### config.mk
export PLATFORM = sky130hd
export DESIGN_NAME = ro_puf_sequencer
export DESIGN_NICKNAME = d
export VERILOG_FILES = /design/src/rtl/ro_puf_pkg.sv /design/src/rtl/bit_sync2.sv /design/src/rtl/ro_puf_sequencer.sv
export SDC_FILE = /design/constraint.sdc
export NUM_CORES = 1
export LEC_CHECK = 0
export ABC_CLOCK_PERIOD_IN_PS = 1900
export BUFFER_PORTS_ARGS = -buffer_cell sky130_fd_sc_hd__buf_2
export CORE_UTILIZATION = 52
export CTS_CLUSTER_SIZE = 16
export DETAILED_ROUTE_END_ITERATION = 10
export PLACE_DENSITY = 0.8
export SLEW_MARGIN = 20
export SYNTH_ARGS = -nofsm -noshare
export SYNTH_HDL_FRONTEND = slang
export SYNTH_SLANG_ARGS = --single-unit
### constraint.sdc
create_clock -name clock -period 1.9 [get_ports clock]
set_input_delay 0.095 -clock clock [delete_from_list [all_inputs] [get_ports clock]]
set_output_delay 0.095 -clock clock [all_outputs]
set_load 0.02 [all_outputs]
### src/rtl/ro_puf_pkg.sv
// Shared types and constants for the ring-oscillator PUF measurement path.
// Holds the sequencer state encoding and array geometry.
package ro_puf_pkg;

  typedef enum logic [2:0] {
    ST_IDLE,
    ST_CLEAR,
    ST_RUN,
    ST_SETTLE,
    ST_SAMPLE,
    ST_DONE
  } state_e;

  localparam int RO_COUNT = 16;
  localparam int SEL_W    = 4;
  localparam int CTR_W    = 12;

  function automatic int max3(input int a, input int b, input int c);
    int m;
    m = (a > b) ? a : b;
    return (m > c) ? m : c;
  endfunction

endpackage

### src/rtl/bit_sync2.sv
// Two-flop synchronizer bringing an asynchronous level
// into the clock domain.
module bit_sync2 (
  input  logic clock,
  input  logic reset,
  input  logic d,
  output logic q
);

  logic meta;

  always_ff @(posedge clock or negedge reset) begin
    if (!reset) begin
      meta <= 1'b0;
      q    <= 1'b0;
    end else begin
      meta <= d;
      q    <= meta;
    end
  end

endmodule

### src/rtl/ro_puf_sequencer.sv
// Steps the RO PUF array through challenge pairs and
// packs the sampled comparator bits into a response word.
module ro_puf_sequencer
  import ro_puf_pkg::*;
#(
  parameter int NUM_BITS      = 16,
  parameter int STRIDE        = 1,
  parameter int CLR_CYCLES    = 4,
  parameter int WINDOW        = 2048,
  parameter int SETTLE_CYCLES = 4
) (
  input  logic                clock,
  input  logic                reset,
  input  logic                start,
  input  logic                abort,
  input  logic                puf_out,
  output logic [SEL_W-1:0]    select1,
  output logic [SEL_W-1:0]    select2,
  output logic                ro_enable,
  output logic                ctr_reset,
  output logic                busy,
  output logic                done,
  output logic                response_valid,
  output logic [NUM_BITS-1:0] response
);

  localparam int CW =
    $clog2(max3(CLR_CYCLES, WINDOW, SETTLE_CYCLES) + 1);
  localparam logic [CW-1:0] LD_CLR = CW'(CLR_CYCLES - 1);
  localparam logic [CW-1:0] LD_WIN = CW'(WINDOW - 1);
  localparam logic [CW-1:0] LD_SET = CW'(SETTLE_CYCLES - 1);
  localparam logic [SEL_W-1:0] K_LAST = SEL_W'(NUM_BITS - 1);

  state_e              state_q, state_d;
  logic [CW-1:0]       cnt_q, cnt_d;
  logic [SEL_W-1:0]    k_q, k_nxt, sel2_q;
  logic [NUM_BITS-1:0] resp_q;
  logic                valid_q;
  logic                puf_s;
  logic                accept, sample, finish, last;

  bit_sync2 u_sync (
    .clock (clock),
    .reset (reset),
    .d     (puf_out),
    .q     (puf_s)
  );

  assign last   = (k_q == K_LAST);
  assign k_nxt  = k_q + SEL_W'(1);
  assign accept = (state_q == ST_IDLE) && start && !abort;
  assign sample = (state_q == ST_SAMPLE) && !abort;
  assign finish = (state_q == ST_DONE) && !abort;

  always_comb begin
    state_d = state_q;
    cnt_d   = cnt_q;
    unique case (state_q)
      ST_IDLE: begin
        if (accept) begin
          state_d = ST_CLEAR;
          cnt_d   = LD_CLR;
        end
      end
      ST_CLEAR: begin
        if (cnt_q == '0) begin
          state_d = ST_RUN;
          cnt_d   = LD_WIN;
        end else begin
          cnt_d = cnt_q - CW'(1);
        end
      end
      ST_RUN: begin
        if (cnt_q == '0) begin
          state_d = ST_SETTLE;
          cnt_d   = LD_SET;
        end else begin
          cnt_d = cnt_q - CW'(1);
        end
      end
      ST_SETTLE: begin
        if (cnt_q == '0) begin
          state_d = ST_SAMPLE;
          cnt_d   = '0;
        end else begin
          cnt_d = cnt_q - CW'(1);
        end
      end
      ST_SAMPLE: begin
        if (last) begin
          state_d = ST_DONE;
          cnt_d   = '0;
        end else begin
          state_d = ST_CLEAR;
          cnt_d   = LD_CLR;
        end
      end
      ST_DONE: begin
        state_d = ST_IDLE;
        cnt_d   = '0;
      end
      default: begin
        state_d = ST_IDLE;
        cnt_d   = '0;
      end
    endcase
    // abort overrides any in-flight transition
    if (abort && state_q != ST_IDLE) begin
      state_d = ST_IDLE;
      cnt_d   = '0;
    end
  end

  always_ff @(posedge clock or negedge reset) begin
    if (!reset) begin
      state_q <= ST_IDLE;
      cnt_q   <= '0;
      k_q     <= '0;
      sel2_q  <= '0;
      resp_q  <= '0;
      valid_q <= 1'b0;
    end else begin
      state_q <= state_d;
      cnt_q   <= cnt_d;
      if (accept) begin
        k_q     <= '0;
        sel2_q  <= SEL_W'(STRIDE % RO_COUNT);
        resp_q  <= '0;
        valid_q <= 1'b0;
      end
      if (sample) begin
        for (int i = 0; i < NUM_BITS; i++) begin
          if (k_q == SEL_W'(i)) resp_q[i] <= puf_s;
        end
        if (!last) begin
          k_q    <= k_nxt;
          sel2_q <= SEL_W'((int'(k_nxt) + STRIDE) % RO_COUNT);
        end
      end
      if (finish) valid_q <= 1'b1;
    end
  end

  assign select1        = k_q;
  assign select2        = sel2_q;
  assign ctr_reset      = (state_q == ST_CLEAR) && !abort;
  assign ro_enable      = (state_q == ST_RUN) && !abort;
  assign busy           = (state_q != ST_IDLE);
  assign done           = finish;
  assign response_valid = valid_q;
  assign response       = resp_q;

endmodule

==> After elaboration in Yosys (flattened, before gate mapping) <==
Cells that the tools add are included.
{ "classes": {"add_sub_neg": 3, "eq_ne": 24, "n_mux": 40, "n_reduce_logical": 14} }
{ "ops": {"columns": ["operator", "count"], "rows": [
  ["$mux W12", 5],
  ["$pmux W12 S5", 1],
  ["$eq A4 B4 Y1 const B", 8],
  ["$mux W16", 2],
  ["$mux W4", 6],
  ["$mux W1", 18],
  ["$mux W3", 6],
  ["$eq A4 B3 Y1 const B", 4],
  ["$pmux W3 S5", 1],
  ["$logic_not A12 Y1", 1],
  ["$sub A12 B1 Y12 const B", 1],
  ["$ne A3 B3 Y1 const B", 3],
  ["$add A4 B1 Y4 const B", 2],
  ["$eq A4 B2 Y1 const B", 2],
  ["$logic_and A1 B1 Y1", 7],
  ["$eq A3 B2 Y1 const B", 2],
  ["$eq A3 B3 Y1 const B", 2],
  ["$eq A4 B1 Y1 const B", 1],
  ["$logic_not A4 Y1", 1],
  ["$reduce_and A4 Y1", 1],
  ["$eq A3 B1 Y1 const B", 1],
  ["$logic_not A3 Y1", 1],
  ["$ne A3 B2 Y1 const B", 1],
  ["$reduce_bool A3 Y1", 1],
  ["3 further kinds", 3]
]} }
{ "word_totals": {"reg_bits": 42, "in_bits": 5, "output_inout_bits": 29, "word_cells": 89} }

==> Longest topological paths before layout <==
{ "logic_depth": {"word_depth": 6, "depth_mapped": 7} }

==> Hierarchy <==
A second synthesis with hierarchy kept.
{ "unflattened": {"hier_cells": 259, "hier_area_um2": 2437.3} }
{ "modules_own_cells": {"columns": ["mod", "n_inst", "cells_each", "area_each_um2", "seq_area_each_um2"], "rows": [
  ["ro_puf_sequencer", 1, 257, 2387.3, 1001.0],
  ["bit_sync2", 1, 2, 50.0, 50.0]
]} }

==> Worst setup path after synthesis <==
Ideal clock, no wire load.
{ "synth_path": {"path_type": "register to register", "startpoint": "reg cnt_q[0]", "endpoint": "reg cnt_q[6]", "setup_time_ns": 0.121, "arrival_ns": 1.810, "t_required_ns": 1.779, "path_slack_ns": -0.031, "stages_incl_launch_ff": 8, "n_path_buf": 1, "period_less_slack_ns": 1.931, "path_cell_list": "dfrtp_1 -> inv_1 -> ha_1 -> or3b_1 -> buf_2 -> or3_1 -> a31o_1 -> a22o_1"} }
{ "synth_via": {"elab_chain_cells": 4} }
{ "synth_lines": {"columns": ["element", "line", "source"], "rows": [
  ["start: declaration", "ro_puf_sequencer.sv:35", "logic [CW-1:0] cnt_q, cnt_d;"],
  ["start signal: assignment", "ro_puf_sequencer.sv:124", "cnt_q <= cnt_d;"],
  ["$sub A12 B1 Y12 / $logic_not A12 Y1 (equally long branches)", null, null],
  ["$mux W12, on equally long branches", "ro_puf_sequencer.sv:82, ro_puf_sequencer.sv:66, ro_puf_sequencer.sv:74", null],
  ["$pmux W12 S5 *", "ro_puf_sequencer.sv:58", "unique case (state_q)"],
  ["$mux W12 *", "ro_puf_sequencer.sv:108", "if (abort && state_q != ST_IDLE) begin"]
]} }
Every way passes the cells marked *; elsewhere a longest branch is shown, timed or not.
A chain may end at the register's enable or synchronous reset.

==> Worst setup path in the final report <==
Same ends and word-level chain as after synthesis.

==> impl_metrics.tcl <==
set metrics [dict create \
    status "complete, but fails checks" \
    violations "design-rule violations" \
    dpl.hpwl_um 4130 \
    routed-via-count 2245 \
    cts_tree "yes" \
    irDropWorstVdd_mv 0.799 \
    die_y_um 70.5 \
    p_per_area_nw_per_um2 1280 \
    clockBufferDepth 2 \
    multi_input_area_sq_um 1300 \
    grt_pass1_vias 2134 \
    cp_cell_sequence "inv_2 -> ha_2 -> or3b_4 -> or3_1 -> a31o_1 -> a22o_1" \
    antenna_left 0 \
    cts_sinks 42 \
    cp.required_ns 2.08 \
    startpoint_type "flip-flop" \
    critPathBufInv 1 \
    worst_hold_slack_ns 0.168 \
    ys_async_sr_fraction_pct 100 \
    antenna_found_initial 0 \
    ys_types 57 \
    slowest_delay_ns 0.40 \
    die_w_um 70.5 \
    area_growth_syn_to_layout_pct 23.9 \
    seqPwrFrac_pct 29.1 \
    core_sq_um 4440 \
    stdcell_count 369 \
    worstHoldPathType "primary input to flip-flop" \
    fill_cells 351 \
    crit_arrival_ns 2.06 \
    ys.flop_type "dfrtp_1" \
    avgRoutedWirePerCell_um 16.0 \
    setup_viol_count_final 0 \
    htreeDepth 2 \
    drive_gt1_share_pct 29.7 \
    grt_max_degree 43 \
    pwr-share-clk_pct 18.0 \
    seqCellArea_sq_um 1050 \
    yosysSeqAreaShare_pct 43.1 \
    start_util_pct 54.8 \
    dp_slack_ns 0.0387 \
    endpoint_kind "flip-flop" \
    die_area_sq_um 4970 \
    clock_latency_ns 0.29 \
    synth-seq-cells 42 \
    drt-initial-drc-count 214 \
    dr.pass1.iters 7 \
    post-route-util_pct 67.9 \
    slew_violations 0 \
    synth_edf_count 0 \
    finalCritPeriodShare_pct 99.0 \
    critPathSlowestCell "dfrtp_1" \
    drt-total-wl_um 5900 \
    ios 34 \
    maxSlewHeadroom_pct 63.6 \
    total_power_uw 3860 \
    drc 5 \
    p_comb_share_pct 52.9 \
    syn_nets 271 \
    antenna_cells 0 \
    dp_cells 356 \
    power_switching_uw 1530 \
    p_leak_uw 0.00148 \
    yosysWarnings 0 \
    cts_root_buffer "clkbuf_8" \
    gp_congestion 0.923 \
    path_class "flip-flop to flip-flop" \
    p_int_uw 2330 \
    layout_setup_ws_ns 0.0186 \
    cp_max_fo 2 \
    finalHoldViolCount 0 \
    cts.clk_slew.worst_paths_ns 0.08 \
    fmax_mhz 532 \
    skew_ns 0.00392 \
    rsz0062_at_grt "true" \
    via_per_inst 6.08 \
    grt_pass1_wl_um 9690 \
    synth.cell_area_sq_um 2440 \
    cpLargestDelayFamily "simple AND/OR/NAND/NOR gates" \
    fin_nets 328 \
    synth_cells 259 \
    synth.avg_cell_area_sq_um 9.41 \
    gr-total-overflow 0 \
    max_cap_viol_count 0 \
    switching_share_pct 39.7 \
    period_needed_ns 1.88 \
    port_buffers 33 \
    num_rows 24 \
    tightestPinTransition_ns 0.547 \
    track_usage_pct 24.7 \
    cts_buffers 5 \
]
[power groups by stage]
stage	logic (uW)	clock network (uW)	registers (uW)
final	2040	695	1120
after global routing	2230	749	1140
after detailed placement	1810	0	1130
after global placement	1780	0	1120
after floorplan	1170	0	1130
after CTS	1840	713	1110
[timing repair]
action,in CTS,in global routing
setup endpoints to repair,0,9
setup buffers,0,3
hold buffers,2,0
resized for setup,0,14
hold endpoints to repair,43,0
[cells in the mapped netlist (all sizes together) (2+ instances only)]
library cell,n,area (sq um)
nand2b,4,25.0
nand3,19,100
nor3,8,45.0
or3,4,25.0
or4,4,33.8
nor4,4,40.0
o211ai,14,105
dfrtp,42,1050
ha,7,87.6
a32oi,2,17.5
a21oi,6,30.0
and2,6,37.5
a22o,8,70.1
nor2,5,18.8
a31oi,5,31.3
o311ai,7,61.3
nor2b,3,18.8
nand4,7,50.1
or3b,2,17.5
o21ai,10,50.1
xnor2,2,17.5
a31o,3,26.3
clkbuf,12,45.0
inv,12,45.0
a41oi,2,17.5
nor4b,4,50.1
buf,8,46.3
nand2,30,113
o31ai,2,15.0
[final timing paths]
path	to	slack, ns	from	cells past startpoint
setup reg to reg	cnt_q[6]$_DFFE_PN0N_	0.02	cnt_q[0]$_DFFE_PN0N_	6
hold / removal	cnt_q[5]$_DFFE_PN0N_	0.17	abort	4
hold reg to reg	u_sync.q$_DFF_PN0_	0.37	u_sync.meta$_DFF_PN0_	0
setup / recovery	cnt_q[6]$_DFFE_PN0N_	0.02	cnt_q[0]$_DFFE_PN0N_	6
min in group asynchronous	response[5]$_DFF_PN0_	0.42	reset	3
max in group asynchronous	cnt_q[2]$_DFFE_PN0N_	1.07	reset	3
[placed cells by master, fill, tap and decap left out, types with 2 or more instances in the layout]
master / instances
nand2b_1: 4
clkbuf_8: 5
a22o_1: 8
or3_1: 4
dlygate4sd3_1: 2
o21ai_1: 3
nor3_1: 6
a31oi_1: 5
nand4_1: 6
inv_2: 3
buf_4: 35
o21ai_0: 7
o311ai_0: 3
inv_1: 9
nor4b_1: 2
o31ai_1: 2
ha_1: 6
nand2_1: 30
nand3_1: 18
a21oi_1: 6
nor2_1: 5
dfrtp_1: 41
buf_2: 33
or4_1: 3
nor4_1: 3
o211ai_1: 14
o311ai_1: 4
and2_1: 6
nor2b_1: 3
a31o_1: 2
xnor2_1: 2
[area by class of cell]
cell class	count	share of cell area [%]
flip-flops and latches	42	34.9
well taps	52	2.15
multi-input cells	185	43.0
clock inverters	2	1.24
repair buffers	70	14.8
inverters	12	1.49
clock buffers	6	2.40
[worst min-delay path, stage by stage]
cell,delay [ns]
buf_2,0.10
nor3_2,0.08
o311ai_1,0.08
nand2_1,0.06
[per-layer routing]
layer / track usage (%) / part of all wire (%) / vias to the layer above
li1: - / - / 1094
met1: 34.5 / 44 / 1060
met2: 38.7 / 49 / 87
met3: 4.04 / 6.8 / 4
met4: 8.84 / 0.64 / 0
met5: 0 / 0 / -
[registers in the layout, summed over array words and instances, names as in the netlist]
| name | cells |
|---|---|
| cnt_q | 12 |
| response | 16 |
| response_valid | 1 |
| select1 | 4 |
| select2 | 4 |
| state_q | 3 |
| u_sync.meta | 1 |
| u_sync.q | 1 |
[kinds of logic after synthesis]
family,Yosys count,synth area share [%]
adders and majority gates,7,3.59
and+or+nand+nor,102,24.2
DFF,42,43.1
buffers and inverters,32,5.60
muxes,2,0.873
AOI/OAI and AO/OA,71,21.5
xor gates and xnor gates,3,1.08
[metrics by stage]
| step | TNS, ns | instance area [sq um] |
|---|---|---|
| after floorplan | -0.0312 | 2440 |
| after detailed placement | 0 | 2820 |
| after global routing | -0.0704 | 3020 |
| after global placement | 0 | 2820 |
| after CTS | 0 | 2950 |
| final | 0 | 3020 |
Note: power is estimated with default switching activity, not from simulation.
